$ cat src/rtl/icache_fill_ctrl_pkg.sv
`default_nettype none
// ============================================================================
// Module : icache_fill_ctrl_pkg
// Brief  : Shared widths, bus command / MSHR state enums and entry struct.
// Rev    : 1.0
// ============================================================================
package icache_fill_ctrl_pkg;

  localparam int NUM_LINES    = 16;
  localparam int BLOCK_SIZE   = 8;
  localparam int ADDR_BITS    = 32;
  localparam int DATA_BITS    = 64;
  localparam int MEM_TAG_BITS = 4;

  localparam int IDX_BITS = $clog2(NUM_LINES);
  localparam int OFF_BITS = $clog2(BLOCK_SIZE);
  localparam int TAG_BITS = ADDR_BITS - IDX_BITS - OFF_BITS;
  localparam int BLK_BITS = ADDR_BITS - OFF_BITS;

  typedef enum logic [1:0] {
    BUS_NONE = 2'd0,
    BUS_LOAD = 2'd1
  } bus_cmd_e;

  typedef enum logic [1:0] {
    MSHR_EMPTY      = 2'd0,
    MSHR_WAIT_ISSUE = 2'd1,
    MSHR_WAIT_DATA  = 2'd2
  } mshr_state_e;

  typedef struct packed {
    mshr_state_e             state;
    logic [BLK_BITS-1:0]     blk_addr;
    logic [MEM_TAG_BITS-1:0] mem_tag;
  } mshr_entry_t;

  function automatic logic [IDX_BITS-1:0] blk_idx(input logic [BLK_BITS-1:0] blk);
    return blk[IDX_BITS-1:0];
  endfunction

  function automatic logic [TAG_BITS-1:0] blk_tag(input logic [BLK_BITS-1:0] blk);
    return blk[BLK_BITS-1:IDX_BITS];
  endfunction

endpackage
`default_nettype wire

$ cat src/rtl/icache_fill_ctrl_if.sv
`default_nettype none
// ============================================================================
// Module : icache_fill_ctrl_if
// Brief  : Fetch-miss, memory-bus and cache-write signals of the fill controller.
// Rev    : 1.0
// ============================================================================
interface icache_fill_ctrl_if;
  import icache_fill_ctrl_pkg::*;

  logic                    miss_valid;
  logic [ADDR_BITS-1:0]    miss_addr;
  logic                    miss_ready;
  logic                    squash;
  logic                    mem_grant;
  bus_cmd_e                proc2mem_command;
  logic [ADDR_BITS-1:0]    proc2mem_addr;
  logic [MEM_TAG_BITS-1:0] mem2proc_response;
  logic [DATA_BITS-1:0]    mem2proc_data;
  logic [MEM_TAG_BITS-1:0] mem2proc_tag;
  logic                    wr_en;
  logic [IDX_BITS-1:0]     wr_idx;
  logic [TAG_BITS-1:0]     wr_tag;
  logic [DATA_BITS-1:0]    wr_data;
  logic                    busy;

  // master: the fill controller itself; slave: fetch/bus/cache environment
  modport master (
    input  miss_valid, miss_addr, squash, mem_grant,
           mem2proc_response, mem2proc_data, mem2proc_tag,
    output miss_ready, proc2mem_command, proc2mem_addr,
           wr_en, wr_idx, wr_tag, wr_data, busy
  );

  modport slave (
    output miss_valid, miss_addr, squash, mem_grant,
           mem2proc_response, mem2proc_data, mem2proc_tag,
    input  miss_ready, proc2mem_command, proc2mem_addr,
           wr_en, wr_idx, wr_tag, wr_data, busy
  );

endinterface
`default_nettype wire

$ cat src/rtl/icache_fill_ctrl_mshr_entry.sv
`default_nettype none
// ============================================================================
// Module : icache_fill_ctrl_mshr_entry
// Brief  : One MSHR slot: EMPTY -> WAIT_ISSUE -> WAIT_DATA -> EMPTY.
// Rev    : 1.0
// ============================================================================
module icache_fill_ctrl_mshr_entry
  import icache_fill_ctrl_pkg::*;
(
  input  logic                    clk,
  input  logic                    rst,
  input  logic                    alloc_i,
  input  logic [BLK_BITS-1:0]     alloc_blk_i,
  input  logic                    accept_i,
  input  logic [MEM_TAG_BITS-1:0] accept_tag_i,
  input  logic                    fill_i,
  input  logic                    squash_i,
  output mshr_entry_t             entry_o
);

  mshr_state_e             state_q, state_d;
  logic [BLK_BITS-1:0]     blk_q, blk_d;
  logic [MEM_TAG_BITS-1:0] tag_q, tag_d;

  always_ff @(posedge clk) begin
    if (rst) begin
      state_q <= MSHR_EMPTY;
      blk_q   <= '0;
      tag_q   <= '0;
    end else begin
      state_q <= state_d;
      blk_q   <= blk_d;
      tag_q   <= tag_d;
    end
  end

  // Squash outranks a same-cycle bus accept, so that transaction's tag is orphaned.
  always_comb begin
    state_d = state_q;
    blk_d   = blk_q;
    tag_d   = tag_q;
    case (state_q)
      MSHR_EMPTY: begin
        if (alloc_i) begin
          state_d = MSHR_WAIT_ISSUE;
          blk_d   = alloc_blk_i;
          tag_d   = '0;
        end
      end
      MSHR_WAIT_ISSUE: begin
        if (squash_i) begin
          state_d = MSHR_EMPTY;
        end else if (accept_i) begin
          state_d = MSHR_WAIT_DATA;
          tag_d   = accept_tag_i;
        end
      end
      MSHR_WAIT_DATA: begin
        if (fill_i) begin
          state_d = MSHR_EMPTY;
        end
      end
      default: state_d = MSHR_EMPTY;
    endcase
  end

  assign entry_o = '{state: state_q, blk_addr: blk_q, mem_tag: tag_q};

endmodule
`default_nettype wire

$ cat src/rtl/icache_fill_ctrl.sv
`default_nettype none
// ============================================================================
// Module : icache_fill_ctrl
// Brief  : I-cache miss handler: MSHR allocation/merge, bus issue, fill write.
// Rev    : 1.0
// ============================================================================
module icache_fill_ctrl
  import icache_fill_ctrl_pkg::*;
#(
  parameter int NUM_MSHR = 4
) (
  input  logic               clock,
  input  logic               reset,
  icache_fill_ctrl_if.master bus
);

  localparam int SEL_BITS = (NUM_MSHR > 1) ? $clog2(NUM_MSHR) : 1;

  mshr_entry_t         w_entry [NUM_MSHR];
  logic [BLK_BITS-1:0] w_miss_blk;
  logic                w_hit_any;
  logic                w_free_any;
  logic                w_issue_any;
  logic                w_fill_any;
  logic                w_busy;
  logic [SEL_BITS-1:0] w_free_sel;
  logic [SEL_BITS-1:0] w_issue_sel;
  logic [SEL_BITS-1:0] w_fill_sel;
  logic                w_alloc;
  logic                w_load;
  logic                w_accept;
  logic [BLK_BITS-1:0] w_issue_blk;
  logic [BLK_BITS-1:0] w_fill_blk;

  assign w_miss_blk = bus.miss_addr[ADDR_BITS-1:OFF_BITS];

  // Descending scan so the lowest matching index is the one left selected.
  always_comb begin
    w_hit_any   = 1'b0;
    w_free_any  = 1'b0;
    w_issue_any = 1'b0;
    w_fill_any  = 1'b0;
    w_busy      = 1'b0;
    w_free_sel  = '0;
    w_issue_sel = '0;
    w_fill_sel  = '0;
    for (int i = NUM_MSHR - 1; i >= 0; i--) begin
      if (w_entry[i].state == MSHR_EMPTY) begin
        w_free_any = 1'b1;
        w_free_sel = SEL_BITS'(i);
      end else begin
        w_busy = 1'b1;
        if (w_entry[i].blk_addr == w_miss_blk) begin
          w_hit_any = 1'b1;
        end
      end
      if (w_entry[i].state == MSHR_WAIT_ISSUE) begin
        w_issue_any = 1'b1;
        w_issue_sel = SEL_BITS'(i);
      end
      if (w_entry[i].state == MSHR_WAIT_DATA && bus.mem2proc_tag != '0 &&
          w_entry[i].mem_tag == bus.mem2proc_tag) begin
        w_fill_any = 1'b1;
        w_fill_sel = SEL_BITS'(i);
      end
    end
  end

  assign bus.miss_ready = !bus.squash && (w_hit_any || w_free_any);
  assign w_alloc        = bus.miss_valid && !bus.squash && !w_hit_any && w_free_any;
  assign w_load         = w_issue_any && bus.mem_grant;
  assign w_accept       = w_load && (bus.mem2proc_response != '0);

  generate
    for (genvar g = 0; g < NUM_MSHR; g++) begin : g_mshr
      icache_fill_ctrl_mshr_entry u_entry (
        .clk          (clock),
        .rst          (reset),
        .alloc_i      (w_alloc && (w_free_sel == SEL_BITS'(g))),
        .alloc_blk_i  (w_miss_blk),
        .accept_i     (w_accept && (w_issue_sel == SEL_BITS'(g))),
        .accept_tag_i (bus.mem2proc_response),
        .fill_i       (w_fill_any && (w_fill_sel == SEL_BITS'(g))),
        .squash_i     (bus.squash),
        .entry_o      (w_entry[g])
      );
    end
  endgenerate

  assign w_issue_blk = w_entry[w_issue_sel].blk_addr;
  assign w_fill_blk  = w_entry[w_fill_sel].blk_addr;

  assign bus.proc2mem_command = w_load ? BUS_LOAD : BUS_NONE;
  assign bus.proc2mem_addr    = w_load ? {w_issue_blk, {OFF_BITS{1'b0}}} : '0;

  assign bus.wr_en   = w_fill_any;
  assign bus.wr_idx  = w_fill_any ? blk_idx(w_fill_blk) : '0;
  assign bus.wr_tag  = w_fill_any ? blk_tag(w_fill_blk) : '0;
  assign bus.wr_data = w_fill_any ? bus.mem2proc_data : '0;
  assign bus.busy    = w_busy;

endmodule
`default_nettype wire

$ cat src/flat_wrapper.sv
// flat-port wrapper written by rule: the top's interface ports become plain ports
module icache_fill_ctrl_flat import icache_fill_ctrl_pkg::*;
#(
  parameter int NUM_MSHR = 4
)
  (clock, reset, bus_miss_valid, bus_miss_addr, bus_squash, bus_mem_grant, bus_mem2proc_response, bus_mem2proc_data, bus_mem2proc_tag, bus_miss_ready, bus_proc2mem_command, bus_proc2mem_addr, bus_wr_en, bus_wr_idx, bus_wr_tag, bus_wr_data, bus_busy);
  icache_fill_ctrl_if bus_i ();
  input  logic clock;
  input  logic reset;
  input wire logic [$bits(bus_i.miss_valid)-1:0] bus_miss_valid;
  input wire logic [$bits(bus_i.miss_addr)-1:0] bus_miss_addr;
  input wire logic [$bits(bus_i.squash)-1:0] bus_squash;
  input wire logic [$bits(bus_i.mem_grant)-1:0] bus_mem_grant;
  input wire logic [$bits(bus_i.mem2proc_response)-1:0] bus_mem2proc_response;
  input wire logic [$bits(bus_i.mem2proc_data)-1:0] bus_mem2proc_data;
  input wire logic [$bits(bus_i.mem2proc_tag)-1:0] bus_mem2proc_tag;
  output wire logic [$bits(bus_i.miss_ready)-1:0] bus_miss_ready;
  output wire logic [$bits(bus_i.proc2mem_command)-1:0] bus_proc2mem_command;
  output wire logic [$bits(bus_i.proc2mem_addr)-1:0] bus_proc2mem_addr;
  output wire logic [$bits(bus_i.wr_en)-1:0] bus_wr_en;
  output wire logic [$bits(bus_i.wr_idx)-1:0] bus_wr_idx;
  output wire logic [$bits(bus_i.wr_tag)-1:0] bus_wr_tag;
  output wire logic [$bits(bus_i.wr_data)-1:0] bus_wr_data;
  output wire logic [$bits(bus_i.busy)-1:0] bus_busy;
  assign bus_i.miss_valid = bus_miss_valid;
  assign bus_i.miss_addr = bus_miss_addr;
  assign bus_i.squash = bus_squash;
  assign bus_i.mem_grant = bus_mem_grant;
  assign bus_i.mem2proc_response = bus_mem2proc_response;
  assign bus_i.mem2proc_data = bus_mem2proc_data;
  assign bus_i.mem2proc_tag = bus_mem2proc_tag;
  assign bus_miss_ready = bus_i.miss_ready;
  assign bus_proc2mem_command = bus_i.proc2mem_command;
  assign bus_proc2mem_addr = bus_i.proc2mem_addr;
  assign bus_wr_en = bus_i.wr_en;
  assign bus_wr_idx = bus_i.wr_idx;
  assign bus_wr_tag = bus_i.wr_tag;
  assign bus_wr_data = bus_i.wr_data;
  assign bus_busy = bus_i.busy;
  icache_fill_ctrl #(.NUM_MSHR(NUM_MSHR)) u_core (.clock(clock), .reset(reset), .bus(bus_i));
endmodule
$ cat config.mk
export PLATFORM = sky130hd
export DESIGN_NAME = icache_fill_ctrl_flat
export DESIGN_NICKNAME = d
export VERILOG_FILES = /design/src/rtl/icache_fill_ctrl_pkg.sv /design/src/rtl/icache_fill_ctrl_if.sv /design/src/rtl/icache_fill_ctrl_mshr_entry.sv /design/src/rtl/icache_fill_ctrl.sv /design/src/flat_wrapper.sv
export SDC_FILE = /design/constraint.sdc
export NUM_CORES = 1
export LEC_CHECK = 0
export CAP_MARGIN = 20
export CORE_ASPECT_RATIO = 1.1
export CORE_MARGIN = 1
export CORE_UTILIZATION = 50
export DETAILED_ROUTE_END_ITERATION = 6
export DONT_BUFFER_PORTS = 1
export PLACE_DENSITY = 0.65
export SLEW_MARGIN = 10
export SYNTH_ARGS = -nofsm -noshare
export SYNTH_HDL_FRONTEND = slang
export SYNTH_SLANG_ARGS = --single-unit
$ cat constraint.sdc
create_clock -name clock -period 3.3 [get_ports clock]
set_clock_uncertainty 0.2 [all_clocks]
set_input_delay 0.66 -clock clock [delete_from_list [all_inputs] [get_ports clock]]
set_output_delay 0.66 -clock clock [all_outputs]
set_load 0.02 [all_outputs]
==> After elaboration in Yosys (flattened, before gate mapping) <==
Index checks and enable logic that the tools add are counted.
{ "word_totals": {"wordCells": 198, "ff_bits": 140} }
{ "op_classes": {"n_lt_le_gt_ge": 2, "n_bitwise": 2, "muxes": 83, "n_eq_ne": 45, "reduce_logical": 54} }
{ "ops": {"columns": ["operator", "count"], "rows": [
  ["$bmux W35 S2", 2],
  ["$mux W33", 4],
  ["$eq A29 B29 Y1", 4],
  ["$mux W64", 1],
  ["$mux W2", 28],
  ["$mux W4", 13],
  ["$mux W32", 1],
  ["$ne A2 B2 Y1 const B", 16],
  ["$pmux W4 S2", 4],
  ["$logic_and A1 B1 Y1", 26],
  ["$mux W1", 25],
  ["$mux W25", 1],
  ["$pmux W2 S3", 4],
  ["$eq A2 B2 Y1 const B", 10],
  ["$eq A4 B4 Y1", 4],
  ["$reduce_and A4 Y1", 4],
  ["$eq A2 B1 Y1 const B", 7],
  ["$logic_not A2 Y1", 7],
  ["$ne A3 B3 Y1 const B", 4],
  ["$reduce_and A3 Y1", 4],
  ["$reduce_and A2 Y1", 4],
  ["$reduce_bool A2 Y1", 4],
  ["$reduce_bool A4 Y1", 2],
  ["$ge A3 B3 Y1 const B", 2],
  ["3 further kinds", 5]
]} }

==> Longest topological paths before layout <==
Gate-level depths: netlist of the first run.
{ "logic_depth": {"word_depth": 15, "ltp_mapped": 10} }

==> By module <==
From an unflattened synthesis of the first run, not the netlist that was laid out.
{ "hier_totals": {"hier_cells": 1187, "hier_area_um2": 8739.6} }
{ "by_module_without_submodules": {"columns": ["mod", "seq_area_each_um2", "cells_per_inst", "area_per_inst_um2", "n_inst"], "rows": [
  ["icache_fill_ctrl_mshr_entry", 700.7, 154, 1265.0, 4],
  ["icache_fill_ctrl", 0.0, 571, 3679.8, 1]
]} }

==> Least setup slack after synthesis of the first run <==
Ideal clock, no wire load.
{ "synth_path": {"path_type": "in2out", "startpoint": "in bus_mem2proc_tag[0]", "endpoint": "out bus_wr_tag[18]", "stages": 10, "path_buffers": 3, "arrival_time_ns": 2.410, "path_slack_ns": 0.030, "required_ns": 2.440, "path_cell_list": "buf_2 nor3_1 or3_1 a21oi_1 o21ba_2 nand3_1 buf_2 buf_4 o221ai_1 nor2_1"} }
{ "synth_between": {"elab_chain_cells": 12} }
{ "synth_rtl": {"columns": ["item", "line_no", "text"], "rows": [
  ["start, declared", "flat_wrapper.sv:16", "input wire logic [$bits(bus_i.mem2proc_tag)-1:0] bus_mem2proc_tag;"],
  ["$reduce_bool A4 Y1", "icache_fill_ctrl.sv:61", "if (w_entry[i].state == MSHR_WAIT_DATA && bus.mem2proc_tag != '0 &&"],
  ["$logic_and A1 B1 Y1 (2 in series)", "icache_fill_ctrl.sv:61", null],
  ["$mux W2 (4 in series)", "icache_fill_ctrl.sv:61", null],
  ["$not A2 Y3 (implied by the code)", "icache_fill_ctrl.sv:91", "assign w_fill_blk = w_entry[w_fill_sel].blk_addr;"],
  ["$bmux W35 S2", "icache_fill_ctrl.sv:91", null],
  ["$mux W33 (implied by the code) (2 in series)", "icache_fill_ctrl.sv:91", null],
  ["$mux W25 (*)", "icache_fill_ctrl.sv:98", "assign bus.wr_tag = w_fill_any ? blk_tag(w_fill_blk) : '0;"],
  ["end, declared", "flat_wrapper.sv:22", "output wire logic [$bits(bus_i.wr_tag)-1:0] bus_wr_tag;"]
]} }
Mark *: on every way between the ends. The rest lies on a longest branch, timed or not. The select of a mux whose other input is x is not followed.

==> Worst setup path after layout of the first run <==
{ "layout_path": {"startpoint": "reg u_core.g_mshr[3].u_entry.blk_q[19]", "endpoint": "out bus_miss_ready"} }
{ "layout_between": {"elab_chain_cells": 11} }
{ "layout_rtl": {"columns": ["item", "line_no", "text"], "rows": [
  ["start, declared", "icache_fill_ctrl_mshr_entry.sv:22", "logic [BLK_BITS-1:0] blk_q, blk_d;"],
  ["start signal, assigned", "icache_fill_ctrl_mshr_entry.sv:32", "blk_q <= blk_d;"],
  ["$eq A29 B29 Y1 (*)", "icache_fill_ctrl.sv:53", "if (w_entry[i].blk_addr == w_miss_blk) begin"],
  ["$mux W1 (*)", "icache_fill_ctrl.sv:53", null],
  ["$mux W1 (*)", "icache_fill_ctrl.sv:48", "if (w_entry[i].state == MSHR_EMPTY) begin"],
  ["$mux W1", "icache_fill_ctrl.sv:53", null],
  ["$mux W1 (*)", "icache_fill_ctrl.sv:48", null],
  ["$mux W1", "icache_fill_ctrl.sv:53", null],
  ["$mux W1 (*)", "icache_fill_ctrl.sv:48", null],
  ["$mux W1", "icache_fill_ctrl.sv:53", null],
  ["$mux W1 (*)", "icache_fill_ctrl.sv:48", null],
  ["$logic_or A1 B1 Y1 (*)", "icache_fill_ctrl.sv:69", "assign bus.miss_ready = !bus.squash && (w_hit_any || w_free_any);"],
  ["$logic_and A1 B1 Y1 (*)", "icache_fill_ctrl.sv:69", null],
  ["end, declared", "flat_wrapper.sv:17", "output wire logic [$bits(bus_i.miss_ready)-1:0] bus_miss_ready;"]
]} }
Mark *: on every way between the ends. The rest lies on a longest branch, timed or not.

==> results of run 1 <==
## kinds of logic after synthesis
logic type / count (synthesis) / synth area share (%)
xor+xnor: 125 / 12.4
compound gates: 156 / 12.2
simple gates: 428 / 23.3
other cells: 1 / 0.0425
mux: 116 / 13.2
flops: 140 / 31.7
buf+inv: 119 / 7.16
## through the flow
step / power, mW / util [%] / setup WS [ps] / hold WS, ps
2_1_floorplan: 2.06 / - / 30.1 / 237
3_3_place_gp: 2.07 / 55.2 / 9.71 / 252
3_5_place_dp: 2.08 / 55.2 / -0.444 / 258
4_1_cts: 4.13 / 59.1 / -28.0 / 88.0
5_1_grt: 4.23 / 60.0 / -55.3 / 85.9
6_report: 4.13 / 60.0 / 10.9 / 93.2
## final timing paths
kind,endpoint,cells after the start,slack [ps],startpoint
max,bus_miss_ready,8,10,u_core.g_mshr[3].u_entry.blk_q[19]
min,u_core.g_mshr[0].u_entry.blk_q[19],1,90,reset
max reg2reg,u_core.g_mshr[0].u_entry.blk_q[14],9,210,u_core.g_mshr[1].u_entry.blk_q[22]
min reg2reg,u_core.g_mshr[2].u_entry.tag_q[2],2,260,u_core.g_mshr[2].u_entry.tag_q[2]
## critical path: stages (launching register included)
cell	delay, ps
dfxtp_1	340
xor2_1	160
buf_4	160
nor4_1	470
nand4_1	250
nor2_1	140
nor2_1	60
a31oi_2	220
buf_4	180
## what timing repair did
action | 4_1_cts | 5_1_grt
resized for setup | 13 | 26
buffers inserted | 0 | 2
setup endpoints to repair | 30 | 105
gates cloned | 0 | 1
pin swaps | 0 | 3
hold buffers | 0 | 0
## synthesized netlist by cell type, types with 9 or more instances
cell,n,area share [%]
o21ai_0,20,1.1
inv_1,10,0.43
nor3_1,42,2.4
nand4_1,12,0.85
buf_2,31,1.8
xor2_1,113,11
o22ai_1,62,4.4
and2_1,66,4.7
xnor2_1,12,1.2
nor4_1,28,2.0
nor2b_1,9,0.64
dfxtp_1,140,32
buf_4,13,1.1
clkbuf_1,52,2.2
mux2i_1,116,13
nor2_1,160,6.8
buf_6,13,1.7
o221ai_1,30,3.0
nand3_1,16,0.91
nand2_1,76,3.2
o21ai_1,14,0.79
## power groups by stage
stage	Sequential (mW)	Clock (mW)	Combinational (mW)
4_1_cts	1.74	2.08	0.298
5_1_grt	1.75	2.15	0.328
3_3_place_gp	1.78	0	0.292
2_1_floorplan	1.77	0	0.285
3_5_place_dp	1.78	0	0.295
6_report	1.75	2.07	0.309
## registers in the layout, summed over array words and instances (netlist names)
signal / count
u_core.g_mshr.u_entry.blk_q: 116
u_core.g_mshr.u_entry.tag_q: 16
u_core.g_mshr.u_entry.state_q: 8
## area by class of cell
cell class	count	share of cell area [%]
inverter	10	0.365
tap	234	2.85
clock buffer	18	4.17
multi-input combinational	829	53.7
sequential	140	27.3
timing repair buffer	108	9.71
clock inverter	14	1.87
## cells in the final DEF (no fill, tap or decap), types with 5 or more instances in the layout
cell type / Yosys / layout
o21ai_1: 14 / 14
inv_1: 10 / 9
clkbuf_16: 0 / 18
mux2i_1: 116 / 116
buf_12: 0 / 10
xnor2_1: 12 / 12
o21ai_0: 20 / 20
nand3_1: 16 / 14
nor2b_1: 9 / 6
buf_4: 13 / 89
and2_1: 66 / 64
o221ai_1: 30 / 29
nand2_1: 76 / 75
nand4_1: 12 / 12
nor2_1: 160 / 160
nor4_1: 28 / 25
nor3_1: 42 / 39
o22ai_1: 62 / 62
xor2_1: 113 / 113
nand2b_1: 5 / 5
dfxtp_1: 140 / 136
## per-layer routing
metal	vias to the layer above	GRT usage (%)	part of all wire [%]
li1	3801	-	-
met1	3997	46.0	42
met2	497	49.2	45
met3	59	7.77	9.7
met4	0	12.1	2.4
met5	-	0	0
==> impl_metrics.py, run 1 <==
metrics = {
    "outcome": {
        "status": "finished with violations",
        "failed_checks": "design-rule violations",
    },
    "sta": {
        "worst_slew_pin_slew_ps": 1040,
        "fmax_ghz": 0.304,
        "drv_slew": 0,
        "final-setup-viol-count": 0,
        "hold_viol": 0,
        "maxSlewHeadroom_pct": 30.3,
        "finalWorstPathRequiredPeriod_ps": 3290,
        "period_share_pct": 99.7,
        "grt_setup_unrepaired": "true",
        "tns_ps": 0,
    },
    "placed_design": {
        "numPortBuffers": 0,
        "place_inst": 1318,
        "globalplace.congestion": 0.963,
        "hpwl_mm": 20.7,
        "placed_cell_area_um2": 9460,
    },
    "synthesis": {
        "synth_area_um2": 8830,
        "seq_area_frac_synth_pct": 31.7,
        "synthArstFlopShare_pct": 0,
        "synth-seq-cells": 140,
        "synth_cell_types": 46,
        "synth_edf_count": 0,
        "synthFlopType": "dfxtp_1",
        "syn_inst": 1085,
        "yosysWarnings": 0,
        "syn-mean-instance-area_um2": 8.14,
    },
    "detailed_routing": {
        "via_count": 8354,
        "ant_nets": 0,
        "drtPass1Iterations": 7,
        "routedWlPerCell_um": 22.7,
        "via_per_inst": 6.17,
        "finalWirelength_mm": 30.7,
        "drc_errors": 12,
        "drtIter0Drc": 1160,
    },
    "pwr": {
        "p_leak_nw": 4.25,
        "comb_power_share_pct": 7.5,
        "internal_power_mw": 3.11,
        "clkPwrFrac_pct": 50.2,
        "switching_share_pct": 24.8,
        "power.density_nw_per_um2": 402,
        "seqPwrFrac_pct": 42.3,
        "p_sw_mw": 1.02,
        "max-vdd-ir-drop_mv": 0.379,
    },
    "die": {
        "die_w_um": 129,
        "coreArea_um2": 17100,
        "rows": 50,
        "die_area_um2": 18200,
        "io_pins": 239,
        "start_util_pct": 51.5,
        "dieHeight_um": 141,
    },
    "layout": {
        "final_area_um2": 10300,
        "fillers": 1554,
        "final_cells": 1353,
        "drive_gt1_share_pct": 15.4,
        "area_growth_pct": 16.4,
        "multi_input_area_um2": 5520,
        "nets": 1215,
        "seqCellArea_um2": 2810,
        "diodes": 0,
    },
    "grt": {
        "antenna_found_initial": 1,
        "grt_max_degree": 98,
        "grt_pass1_wl_mm": 44.8,
        "grt_pass1_vias": 7357,
        "track_usage_pct": 33.0,
        "gr-total-overflow": 0,
    },
    "run": {
        "cap_violations": 0,
    },
    "clocking": {
        "cts_sinks": 140,
        "numCtsBuffers": 17,
        "cts_tree": "done",
        "ctsLongestPathBuffers": 2,
        "h-tree-depth": 4,
        "ctsRootBufferMaster": "clkbuf_16",
        "clkLatencyLatePin_ps": 450,
        "clk_pin_slew_ps": 60,
    },
    "worst_hold_path": {
        "hold_class": "input pin to flip-flop",
    },
    "critical_path": {
        "path_max_fanout": 4,
        "start_kind": "flip-flop",
        "endpoint_kind": "output pin",
        "critPathRequiredTime_ps": 2440,
        "critPathArrivalTime_ps": 2430,
        "critPathKind": "flip-flop to output pin",
    },
}
Note: power is estimated with default switching activity, not from simulation.
==> run 2: changes to the inputs <==
--- a/config.mk
+++ b/config.mk
@@ -8,11 +8,12 @@
 export CAP_MARGIN = 20
 export CORE_ASPECT_RATIO = 1.1
 export CORE_MARGIN = 1
-export CORE_UTILIZATION = 50
+export CORE_UTILIZATION = 23
 export DETAILED_ROUTE_END_ITERATION = 6
 export DONT_BUFFER_PORTS = 1
-export PLACE_DENSITY = 0.65
+export PLACE_DENSITY = 0.36
 export SLEW_MARGIN = 10
 export SYNTH_ARGS = -nofsm -noshare
 export SYNTH_HDL_FRONTEND = slang
+export SYNTH_HIERARCHICAL = 1
 export SYNTH_SLANG_ARGS = --single-unit
==> run 2 against run 1 <==
The flow now finishes without violations; register-to-register slack about the same; sequential cell count unchanged; first-iteration DRC count down 35%; synthesized cell count is 9.4% higher; count of clock-buffer cells in the layout up 4; via count grew 8.5%; final cell count up 32%; design area grew 10%; hold slack got worse by 3.1 ps; core utilization shrank 30 points; critical path depth is 1 higher; combinational power is 8.7% higher; critical endpoint is now bus_wr_tag[22]; largest cell class unchanged; highest routed layer unchanged.
==> impl_metrics.py, run 2 <==
metrics = {
    "outcome": {
        "status": "finished clean",
    },
    "pwr": {
        "p_leak_nw": 4.28,
        "max-vdd-ir-drop_mv": 0.383,
        "power.density_nw_per_um2": 375,
    },
    "clocking": {
        "clkLatencyLatePin_ps": 460,
        "ctsLongestPathBuffers": 2,
        "cts_sinks": 140,
        "h-tree-depth": 4,
        "hold_buffers": 0,
        "numCtsBuffers": 17,
        "ctsRootBufferMaster": "clkbuf_16",
        "clk_pin_slew_ps": 60,
        "cts_tree": "done",
    },
    "synthesis": {
        "seq_area_frac_synth_pct": 32.1,
        "synth_most_common_cell": "nand2_1",
        "yosys-top-cells-count": "280 x nand2_1, 140 x dfxtp_1, 138 x a21oi_1",
        "synth_area_um2": 8740,
        "synth_cell_types": 43,
        "synthTopCellsByArea": "dfxtp_1 32%, nand2_1 12%, xor2_1 11%",
        "synthFlopType": "dfxtp_1",
        "synth_edf_count": 0,
        "synthArstFlopShare_pct": 0,
        "syn_inst": 1187,
        "yosysTopAreaCellShare_pct": 32.1,
        "syn-mean-instance-area_um2": 7.36,
        "synth-seq-cells": 140,
        "synth_largest_area_cell": "dfxtp_1",
        "yosysWarnings": 6,
    },
    "sta": {
        "final-setup-viol-count": 0,
        "worst_slew_pin_slew_ps": 927,
        "maxSlewHeadroom_pct": 37.4,
        "finalWorstPathRequiredPeriod_ps": 3270,
        "period_share_pct": 99.0,
        "fmax_ghz": 0.306,
        "drv_slew": 0,
        "tns_ps": 0,
        "hold_viol": 0,
        "grt_setup_unrepaired": "true",
    },
    "layout": {
        "final_core_util_pct": 30.4,
        "nets": 1391,
        "reg_top3": "u_core/g_mshr.u_entry/blk_q (116), u_core/g_mshr.u_entry/tag_q (16), u_core/g_mshr.u_entry/state_q (8)",
        "area_growth_pct": 29.7,
        "mostFrequentLayoutCells": "280 x nand2_1, 138 x a21oi_1, 137 x buf_4",
        "final_common_cell": "nand2_1",
        "diodes": 0,
        "drive_gt1_share_pct": 21.2,
        "largest_reg_flops": 116,
        "regMostFlops": "u_core/g_mshr.u_entry/blk_q",
    },
    "detailed_routing": {
        "drtIter0Drc": 753,
        "drtPass1Iterations": 7,
        "routedWlPerCell_um": 23.7,
        "finalWirelength_mm": 42.4,
        "via_per_inst": 5.07,
        "ant_nets": 0,
        "drc_errors": 0,
        "via_count": 9064,
    },
    "die": {
        "start_util_pct": 23.4,
        "rows": 74,
        "io_pins": 239,
        "die_area_um2": 38800,
        "dieHeight_um": 206,
        "coreArea_um2": 37300,
        "die_w_um": 188,
    },
    "placed_design": {
        "hpwl_mm": 28.3,
        "numPortBuffers": 0,
        "globalplace.congestion": 0.805,
    },
    "critical_path": {
        "endpoint_kind": "output pin",
        "rrSetupSlack_ps": 200,
        "critPathArrivalTime_ps": 2410,
        "critPathKind": "input pin to output pin",
        "path_max_fanout": 5,
        "start_kind": "input pin",
        "critPathRequiredTime_ps": 2440,
    },
    "run": {
        "cap_violations": 0,
    },
    "grt": {
        "grt_pass1_vias": 8743,
        "antenna_found_initial": 3,
        "grt_max_degree": 141,
        "gr-total-overflow": 0,
        "track_usage_pct": 21.4,
        "grt_pass1_wl_mm": 60.1,
    },
    "worst_hold_path": {
        "hold_class": "input pin to flip-flop",
    },
}
-- run 2: changes by cell type after synthesis, moves of 31 or more --
cell,previous run,this run
nor2_1,160,50
nand2_1,76,280
o22ai_1,62,30
mux2i_1,116,4
o21ai_0,20,51
a21oi_1,5,138
-- run 2: final cells by class --
type / instances / area [um^2]
clock inverter: 10 / 161
fill: 4006 / 26000
multi-input combinational: 957 / 5730
tap: 494 / 618
timing repair buffer: 165 / 1510
sequential: 140 / 2820
clock buffer: 22 / 484
inverter: 1 / 7.51
-- run 2: worst paths after layout --
check / from / end / cells past startpoint
worst max-delay path: bus_mem2proc_tag[3] / bus_wr_tag[22] / 9
worst min-delay path: reset / u_core/g_mshr[0].u_entry/blk_q[9] / 1
worst min register to register: u_core/g_mshr[3].u_entry/tag_q[1] / u_core/g_mshr[3].u_entry/tag_q[1] / 2
worst max register to register: u_core/g_mshr[0].u_entry/blk_q[13] / u_core/g_mshr[3].u_entry/blk_q[6] / 11
-- run 2: where the power goes --
| part | switching (mW) | total [mW] | internal [mW] |
|---|---|---|---|
| registers | 0.0279 | 1.74 | 1.71 |
| clock network | 0.829 | 2.17 | 1.34 |
| logic | 0.200 | 0.336 | 0.136 |
-- run 2: cell families after synthesis --
| kind of cell | count (synthesis) | share of synthesized area (%) |
|---|---|---|
| buffers and inverters | 93 | 6.28 |
| other | 1 | 0.0429 |
| multiplexers | 4 | 0.458 |
| AO/OA/AOI/OAI | 290 | 19.4 |
| XOR/XNOR | 128 | 12.8 |
| AND/OR/NAND/NOR | 531 | 28.9 |
| flip-flops | 140 | 32.1 |
-- run 2: what timing repair did --
item | CTS | global route
pin swaps | 3 | 8
setup endpoints to repair | 21 | 100
buffers inserted | 3 | 6
gates resized for setup | 32 | 60
cloned | 1 | 2
-- run 2: through the flow --
stage               worst slack [ps]  instance area (um^2)  hold WS (ps)  power, mW  cells
floorplan                        158                  8750           256       1.98   1190
global placement                -240                 10200           267       2.10   1745
detailed placement              -268                 10200           268       2.10   1745
CTS                            -16.4                 11000          73.6       4.28   1781
global route                   -6.06                 11300          66.6       4.39   1789
finish                          32.8                 11300          90.1       4.25   1789
-- run 2: critical path: stages --
cell and delay (ps):
nor3_4 210, nor3_2 80, o2111ai_4 240, a21boi_4 410, buf_6 180, a21boi_0 190
o21ai_0 120, buf_4 160, buf_4 150
-- run 2: routing by layer --
| metal | part of all wire [%] | up-vias | track usage, % |
|---|---|---|---|
| met5 | 0 | - | 0 |
| met4 | 2.6 | 0 | 7.03 |
| met3 | 5.2 | 69 | 3.84 |
| met2 | 51 | 386 | 39.3 |
| met1 | 41 | 4348 | 24.9 |
| li1 | - | 4261 | - |
==> run 3: changes to the inputs <==
--- a/config.mk
+++ b/config.mk
@@ -6,12 +6,15 @@
 export NUM_CORES = 1
 export LEC_CHECK = 0
 export CAP_MARGIN = 20
+export CELL_PAD_IN_SITES_DETAIL_PLACEMENT = 1
+export CELL_PAD_IN_SITES_GLOBAL_PLACEMENT = 1
 export CORE_ASPECT_RATIO = 1.1
 export CORE_MARGIN = 1
 export CORE_UTILIZATION = 23
 export DETAILED_ROUTE_END_ITERATION = 6
 export DONT_BUFFER_PORTS = 1
-export PLACE_DENSITY = 0.36
+export HOLD_SLACK_MARGIN = 0.12
+export PLACE_DENSITY = 0.46
 export SLEW_MARGIN = 10
 export SYNTH_ARGS = -nofsm -noshare
 export SYNTH_HDL_FRONTEND = slang
==> run 3 against run 2 <==
Register-to-register slack got worse by 110 ps; global-route usage increased by 1.7 points; count of clock-buffer cells in the layout decreased by 5; critical path type is now flip-flop to output pin; critical endpoint is now bus_wr_data[4]; setup slack got worse by 26 ps; maximum frequency decreased by 0.78%; critical path depth increased by 1.
==> impl_metrics.py, run 3 (synthesized netlist as in run 2, its figures left out) <==
metrics = {
    "detailed_routing": {
        "via_per_inst": 5.15,
        "finalWirelength_mm": 46.6,
        "routedWlPerCell_um": 25.5,
        "ant_nets": 0,
        "drtIter0Drc": 549,
        "via_count": 9401,
        "drc_errors": 0,
        "drtPass1Iterations": 6,
    },
    "layout": {
        "final_core_util_pct": 32.2,
        "final_common_cell": "nand2_1",
        "nets": 1429,
        "area_growth_pct": 37.6,
        "fillers": 4393,
        "mostFrequentLayoutCells": "279 x nand2_1, 138 x a21oi_1, 135 x buf_4",
        "largest_reg_flops": 116,
        "final_area_um2": 12000,
        "drive_gt1_share_pct": 25.2,
        "reg_top3": "u_core/g_mshr.u_entry/blk_q (116), u_core/g_mshr.u_entry/tag_q (16), u_core/g_mshr.u_entry/state_q (8)",
        "final_cells": 1827,
        "regMostFlops": "u_core/g_mshr.u_entry/blk_q",
    },
    "die": {
        "start_util_pct": 23.4,
        "die_w_um": 188,
        "dieHeight_um": 206,
        "die_area_um2": 38800,
        "io_pins": 239,
        "rows": 74,
        "coreArea_um2": 37300,
    },
    "pwr": {
        "switching_share_pct": 26.1,
        "comb_power_share_pct": 9.6,
        "total_power_mw": 4.36,
        "p_leak_nw": 4.61,
        "seqPwrFrac_pct": 39.9,
        "power.density_nw_per_um2": 363,
        "clkPwrFrac_pct": 50.5,
        "max-vdd-ir-drop_mv": 0.302,
        "p_sw_mw": 1.14,
        "internal_power_mw": 3.22,
    },
    "worst_hold_path": {
        "hold_class": "input pin to flip-flop",
    },
    "clocking": {
        "h-tree-depth": 4,
        "numCtsBuffers": 17,
        "cts_tree": "done",
        "clkLatencyLatePin_ps": 450,
        "clk_pin_slew_ps": 60,
        "ctsRootBufferMaster": "clkbuf_16",
        "ctsLongestPathBuffers": 2,
        "cts_sinks": 140,
    },
    "critical_path": {
        "endpoint_kind": "output pin",
        "reg2reg_depth": 10,
        "critPathKind": "flip-flop to output pin",
        "critPathArrivalTime_ps": 2430,
        "rrSetupSlack_ps": 90,
        "r2r_end": "u_core/g_mshr[1].u_entry/blk_q[10]",
        "path_max_fanout": 13,
        "start_kind": "flip-flop",
        "critPathCapture": "bus_wr_data[4]",
        "rr_startpoint": "u_core/g_mshr[0].u_entry/blk_q[21]",
        "cp-startpoint": "u_core/g_mshr[1].u_entry/tag_q[0]",
        "critPathRequiredTime_ps": 2440,
    },
    "placed_design": {
        "dp_slack_ps": -184,
        "hpwl_mm": 30.0,
        "placed_cell_area_um2": 10300,
        "place_inst": 1745,
        "numPortBuffers": 0,
        "globalplace.congestion": 0.798,
    },
    "run": {
        "cap_violations": 0,
    },
    "grt": {
        "gr-total-overflow": 0,
        "grt_max_degree": 120,
        "antenna_found_initial": 1,
        "grt_pass1_wl_mm": 65.2,
        "grt_pass1_vias": 9487,
        "track_usage_pct": 23.1,
    },
    "sta": {
        "period_share_pct": 99.8,
        "tns_ps": 0,
        "fmax_ghz": 0.304,
        "worst_slew_pin_slew_ps": 591,
        "finalWorstPathRequiredPeriod_ps": 3290,
        "hold_viol": 0,
        "grt_setup_unrepaired": "true",
        "drv_slew": 0,
        "final-setup-viol-count": 0,
        "maxSlewHeadroom_pct": 60.6,
        "setup_ws_ps": 7.25,
        "holdWs_ps": 142,
    },
    "outcome": {
        "status": "finished clean",
    },
}
[run 3: power by group through the flow]
stage | clock network (mW) | registers, mW | logic, mW
2_1_floorplan | 0 | 1.77 | 0.208
3_3_place_gp | 0 | 1.78 | 0.326
3_5_place_dp | 0 | 1.78 | 0.328
4_1_cts | 2.25 | 1.74 | 0.414
5_1_grt | 2.31 | 1.74 | 0.446
6_report | 2.20 | 1.74 | 0.419
[run 3: timing repair]
item,in CTS,in global routing
cloned,1,9
endpoints found under the hold margin,119,0
resized for setup,66,125
hold buffers,27,0
setup buffers,6,7
pin swaps,9,58
setup endpoints to repair,70,176
[run 3: routing by layer]
layer	up-vias	part of all wire, %	GRT usage, %
li1	4350	-	-
met1	4653	41	27.6
met2	342	51	42.2
met3	56	5.0	3.57
met4	0	2.8	7.49
met5	-	0	0
[run 3: worst max-delay path, stage by stage (launching register included)]
cell and delay, ps:
dfxtp_2 330, xor2_2 150, nor3b_4 230, o2111ai_4 180, a21boi_4 190, buf_12 170, nand3b_1 100, buf_6 140
buf_12 150, clkbuf_16 160, and2_4 170
[run 3: layout make-up]
class                   count  area (um^2)  area share (%)
inverters                   1         7.51          0.0624
well taps                 494          618            5.14
clock buffers              17          425            3.54
multi-input cells         957         5830            48.5
clock inverters            14          218            1.81
repair buffers            203         2110            17.5
flip-flops and latches    140         2820            23.5
diodes                      1         2.50          0.0208
[run 3: how the worst min path moves through the flow]
stage | start | to | slack [ps] | cells after the start
global placement | u_core/g_mshr[2].u_entry/tag_q[0] | u_core/g_mshr[2].u_entry/tag_q[0] | 260 | 2
finish | bus_miss_addr[31] | u_core/g_mshr[0].u_entry/blk_q[28] | 140 | 2
global route | bus_miss_addr[23] | u_core/g_mshr[0].u_entry/blk_q[20] | 130 | 2
floorplan | u_core/g_mshr[1].u_entry/tag_q[2] | u_core/g_mshr[1].u_entry/tag_q[2] | 260 | 2
CTS | bus_miss_addr[17] | u_core/g_mshr[2].u_entry/blk_q[14] | 120 | 2
detailed placement | u_core/g_mshr[0].u_entry/tag_q[0] | u_core/g_mshr[0].u_entry/tag_q[0] | 270 | 2
